===== src/rtl/mod997_pkg.sv =====
// Shared constants, state encoding and result payload for the mod-997
// residue accumulator and its reduce-then-add datapath.
package mod997_pkg;

  localparam int unsigned MOD        = 997;
  localparam int unsigned RW         = 10;
  localparam int unsigned NUM_CHUNKS = 67;
  localparam int unsigned CW         = 7;
  // One guard bit so acc + r (both < MOD) never overflows before reduction.
  localparam int unsigned SW         = RW + 1;

  typedef enum logic {
    ACC  = 1'b0,
    DONE = 1'b1
  } state_e;

  // Registered end-of-frame result; count width is fixed at CW.
  typedef struct packed {
    logic [RW-1:0] residue;
    logic [CW-1:0] count;
    logic          err_range;
    logic          err_len;
  } result_t;

  // Single conditional subtract: any RW-bit value is below 2*MOD.
  function automatic logic [RW-1:0] reduce_once(input logic [RW-1:0] x);
    return (x >= RW'(MOD)) ? RW'(x - RW'(MOD)) : x;
  endfunction

endpackage


===== src/rtl/mod997_residue_accum_add.sv =====
// Combinational modular adder: range-reduces b, adds to a (already < MOD),
// then folds the sum back into 0..MOD-1.
//   a     : running residue, assumed < MOD
//   b     : incoming partial residue, any RW-bit value
//   sum   : (a + b) mod MOD
//   b_oor : b was >= MOD before reduction
module mod997_add
  import mod997_pkg::*;
(
  input  logic [RW-1:0] a,
  input  logic [RW-1:0] b,
  output logic [RW-1:0] sum,
  output logic          b_oor
);

  logic [RW-1:0] b_red;
  logic [SW-1:0] raw;

  // Reduce the operand first so the add stays within SW bits.
  always_comb begin
    b_oor = (b >= RW'(MOD));
    b_red = reduce_once(b);
    raw   = SW'(a) + SW'(b_red);
    sum   = (raw >= SW'(MOD)) ? RW'(raw - SW'(MOD)) : raw[RW-1:0];
  end

endmodule


===== src/rtl/mod997_residue_accum.sv =====
// Frame accumulator for per-chunk mod-997 partial residues. Beats arrive on
// a valid/ready stream; each frame's sum mod 997, beat count and error flags
// are presented on a registered output handshake.
//   clk, rst          : rising-edge clock, async active-high reset
//   in_valid/in_ready : input beat handshake
//   in_residue        : partial residue, nominally < MOD
//   in_last           : final beat of the frame
//   out_valid/out_ready : result handshake
//   out_residue       : frame sum mod MOD
//   out_count         : beats accepted in the frame
//   out_err_range     : some beat in the frame was >= MOD
//   out_err_len       : frame length differed from N_CHUNKS
module mod997_residue_accum
  import mod997_pkg::*;
#(
  parameter int unsigned N_CHUNKS = NUM_CHUNKS
) (
  input  logic          clk,
  input  logic          rst,
  input  logic          in_valid,
  output logic          in_ready,
  input  logic [RW-1:0] in_residue,
  input  logic          in_last,
  output logic          out_valid,
  input  logic          out_ready,
  output logic [RW-1:0] out_residue,
  output logic [CW-1:0] out_count,
  output logic          out_err_range,
  output logic          out_err_len
);

  state_e        state;
  logic [RW-1:0] acc;
  logic [CW-1:0] count;
  logic          range_sticky;
  result_t       result;

  logic [RW-1:0] sum;
  logic          b_oor;
  logic          accept;
  logic [CW-1:0] count_next;
  logic          count_hit;
  logic          frame_end;
  logic          range_next;

  mod997_add u_add (
    .a     (acc),
    .b     (in_residue),
    .sum   (sum),
    .b_oor (b_oor)
  );

  // Handshake flags decode straight from state; no input-to-output path.
  assign in_ready  = (state == ACC);
  assign out_valid = (state == DONE);

  // Frame terminates on in_last or when the expected length is reached,
  // so the counter can never wrap.
  always_comb begin
    accept     = in_valid && (state == ACC);
    count_next = count + CW'(1);
    count_hit  = (count_next == CW'(N_CHUNKS));
    frame_end  = accept && (in_last || count_hit);
    range_next = range_sticky || b_oor;
  end

  // State, accumulator and registered result.
  always_ff @(posedge clk or posedge rst) begin
    if (rst) begin
      state        <= ACC;
      acc          <= '0;
      count        <= '0;
      range_sticky <= 1'b0;
      result       <= '0;
    end else begin
      case (state)
        ACC: begin
          if (accept) begin
            acc          <= sum;
            count        <= count_next;
            range_sticky <= range_next;
          end
          if (frame_end) begin
            result.residue   <= sum;
            result.count     <= count_next;
            result.err_range <= range_next;
            result.err_len   <= !(in_last && count_hit);
            state            <= DONE;
          end
        end
        DONE: begin
          if (out_ready) begin
            acc          <= '0;
            count        <= '0;
            range_sticky <= 1'b0;
            state        <= ACC;
          end
        end
        default: state <= ACC;
      endcase
    end
  end

  assign out_residue   = result.residue;
  assign out_count     = result.count;
  assign out_err_range = result.err_range;
  assign out_err_len   = result.err_len;

endmodule


===== config.mk =====
export PLATFORM = sky130hd
export DESIGN_NAME = mod997_residue_accum
export DESIGN_NICKNAME = d
export VERILOG_FILES = /design/src/rtl/mod997_pkg.sv /design/src/rtl/mod997_residue_accum_add.sv /design/src/rtl/mod997_residue_accum.sv
export SDC_FILE = /design/constraint.sdc
export NUM_CORES = 1
export LEC_CHECK = 0
export CELL_PAD_IN_SITES_DETAIL_PLACEMENT = 1
export CELL_PAD_IN_SITES_GLOBAL_PLACEMENT = 2
export CORE_UTILIZATION = 30
export CTS_CLUSTER_SIZE = 28
export DETAILED_ROUTE_END_ITERATION = 6
export HOLD_SLACK_MARGIN = 0.06
export MAX_ROUTING_LAYER = met4
export PLACE_DENSITY = 0.73
export SKIP_LAST_GASP = 1
export SLEW_MARGIN = 0
export SYNTH_ARGS = -nofsm -noshare
export SYNTH_HDL_FRONTEND = slang
export SYNTH_SLANG_ARGS = --single-unit
export TNS_END_PERCENT = 1

===== constraint.sdc =====
create_clock -name clk -period 7 [get_ports clk]
set_input_delay 2.1 -clock clk [delete_from_list [all_inputs] [get_ports clk]]
set_output_delay 2.1 -clock clk [all_outputs]
set_load 0.02 [all_outputs]

==> impl_metrics.py <==
metrics = {
    "run": {
        "drv_cap": 0,
    },
    "finish": {
        "design_area_mm2": 0.003267,
        "final_nets": 366,
        "drive_gt1_share_pct": 11.38,
        "syn_to_final_growth_pct": 21.84,
        "finish.utilization_pct": 37.64,
        "final_cell_count_no_fill": 442,
        "diodes": 0,
    },
    "place": {
        "dpl.hpwl_um": 5219,
        "port_buffers": 35,
        "placed_area_mm2": 0.003124,
        "gp_congestion": 0.7523,
        "place_inst": 434,
        "place_ws_ns": 0.4161,
    },
    "die": {
        "core-area_mm2": 0.008678,
        "ioPinCount": 36,
        "rows": 34,
        "die-area_mm2": 0.009320,
        "die_w_um": 96.54,
        "initial_core_util_pct": 30.90,
        "dieHeight_um": 96.54,
    },
    "global_routing": {
        "grt.total_usage_pct": 16.44,
        "grt_max_degree": 39,
        "grt_pass1_wl_um": 11360,
        "grt_overflow": 0,
        "antenna_found_initial": 0,
        "grt_pass1_vias": 2254,
    },
    "yosys": {
        "async_flop_share_pct": 100.0,
        "synth.top_cell.area_share_pct": 35.46,
        "synth_edf_count": 0,
        "yosysWarnings": 0,
        "synth_area_leader_cell": "dfrtp_1",
        "synthTopCellsByArea": "dfrtp_1 35%, ha_1 7.9%, nand2_1 6.4%, o21ai_0 5.8%, xnor2_1 4.6%",
        "ys_ff_latch": 38,
        "synthesis.instances": 299,
        "synth_nets": 332,
        "avgSynthCellArea_um2": 8.968,
        "ys_types": 57,
        "syn-cell-area_mm2": 0.002681,
        "synth-main-ff-cell": "dfrtp_1",
        "ys_seq_area_share_pct": 35.46,
    },
    "timing": {
        "tightest_slew_ns": 0.8886,
        "fin_hold_ws_ns": 0.4799,
        "min_period_over_period_pct": 89.42,
        "fin_ws_ns": 0.7408,
        "fin_worst_skew_ns": 0.007061,
        "hold_violations": 0,
        "fmax_ghz": 0.1598,
        "tns_ns": 0,
        "report.final.setup_viol": 0,
        "final-max-slew-violation-count": 0,
        "rsz0062_at_grt": "false",
        "finalCriticalPeriod_ns": 6.259,
        "slew_headroom_pct": 40.64,
    },
    "min_path": {
        "min_path_type": "reg -> reg",
    },
    "critical_path": {
        "critPathCaptureType": "register",
        "crit_type": "in -> reg",
        "crit_fanout": 12,
        "cp.arrival_ns": 6.43,
        "start_kind": "input port",
        "crit_required_ns": 7.17,
    },
    "clock_network": {
        "clock_latency_ns": 0.29,
        "clkTransAtPathRegs_ns": 0.07,
        "cts_setup_buffers": 0,
        "cts_hold_buf": 0,
        "cts_root_buf": "clkbuf_8",
        "cts.repair.resized": 0,
        "cts_tree": "built",
        "cts_max_level": 2,
        "cts_sinks": 38,
        "clock_path_buffers": 2,
        "cts_buffers": 5,
    },
    "drt": {
        "first_pass_iters": 4,
        "postRouteAntennaNets": 0,
        "drt_iter0_drc": 41,
        "drc": 0,
        "wl_per_cell_um": 15.54,
        "avgViaCountPerCell": 5.077,
        "vias": 2244,
        "finalWirelength_um": 6868,
    },
    "power": {
        "p_leak_nw": 1.362,
        "power.total_mw": 1.482,
        "power_density_mw_per_mm2": 453.7,
        "peakVddDrop_mv": 0.1968,
    },
    "outcome": {
        "status": "finished, final reports clean",
    },
}
-- cell usage in the layout, fill, tap and decap left out, types with 2 or more instances in the layout --
cell type        netlist  routed
nand3_1                9       9
nor2b_1                3       3
xnor2_1               14      14
nand3b_1               2       2
a22o_1                 4       4
or2_2                  3       3
nor3_1                 5       5
and2_1                 5       5
inv_1                 21      21
nand2b_1               2       2
a21oi_1               11      11
nor2_2                 2       2
or3b_2                 2       2
a211oi_1               2       2
ha_1                  17      17
dfrtp_1               38      38
nand4_1                4       4
nor2_1                13      13
o21ai_0               31      31
buf_4                  0       3
nor4_1                 3       3
mux2_2                 5       5
nand2_1               46      46
clkbuf_8               2       6
clkdlybuf4s50_1        0      35
bufinv_16              0       2
xor2_1                 7       7
or4b_1                 2       2
a21oi_2                2       2
o21ai_1                7       6
-- sequential cells by signal (all words and copies together), names as in the netlist --
name and flops:
acc 10, count 7, out_count 7, out_err_len 1, out_err_range 1, out_residue 10
out_valid 1, range_sticky 1
-- cells in the mapped netlist (2+ instances only) --
library cell and n:
nand4_1 4, nand3_1 9, clkbuf_1 8, a21oi_1 11
inv_1 21, nor2_2 2, nor2_1 13, a22o_1 4
xor2_1 7, or3b_2 2, or4b_1 2, a211oi_1 2
a21oi_2 2, nand3b_1 2, dfrtp_1 38, nor3_1 5
o21ai_1 7, or2_2 3, nor4_1 3, xnor2_1 14
nand2_1 46, and2_1 5, o21ai_0 31, mux2_2 5
ha_1 17, clkbuf_8 2, nor2b_1 3, nand2b_1 2
-- layer usage --
metal  part of all wire (%)  vias up  routed length (um)  track usage (%)
met5                      0        -                   0                -
met4                    1.3        0                  91            5.025
met3                    2.9        7                 196            1.800
met2                     47       34                3243            26.17
met1                     49     1090                3337            21.97
li1                       -     1113                   -                -
-- layout make-up --
cell class,count,area [um^2]
fill,1060,5411
tap,108,135.1
multi-input combinational,229,1587
clock buffer,6,82.58
sequential,38,950.9
timing repair buffer,38,372.9
inverter,21,78.83
clock inverter,2,60.06
-- critical path: stages --
cell	delay [ns]
clkdlybuf4s50_1	0.51
inv_1	0.08
ha_1	0.22
inv_1	0.07
o21ai_0	0.09
a21oi_1	0.54
nand2_1	0.16
and2_1	0.20
ha_1	0.52
or4b_1	0.50
o2111ai_2	0.14
a311oi_4	0.11
a2111oi_4	0.45
a31oi_4	0.21
nor2_1	0.15
a21oi_1	0.07
mux2_2	0.30
-- power breakdown --
part	leakage [nW]	internal, mW	switching, mW
clock network	0.0714	0.152	0.0780
logic	0.806	0.380	0.523
registers	0.484	0.292	0.0575
-- kinds of logic after synthesis --
family | count (synthesis) | share of synthesized area, %
AO/OA/AOI/OAI | 76 | 20.72
flip-flops | 38 | 35.46
AND/OR/NAND/NOR | 108 | 20.30
adder cells (fa/ha/maj) | 18 | 8.679
XOR/XNOR | 21 | 6.860
buffers and inverters | 32 | 5.507
multiplexers | 6 | 2.473
-- path summary, 6_finish.rpt --
kind,cells after the start,endpoint,start,slack (ns)
worst max-delay path,17,out_residue[6],in_residue[0],0.74
worst min-delay path,2,out_count[4],out_count[4],0.48
worst max register to register,11,out_residue[6],acc[0],3.94
worst min register to register,2,out_count[4],out_count[4],0.48
max in group asynchronous,3,count[1],rst,4.44
min in group asynchronous,3,out_residue[7],rst,2.22
Power figures use the tool's default switching activity.
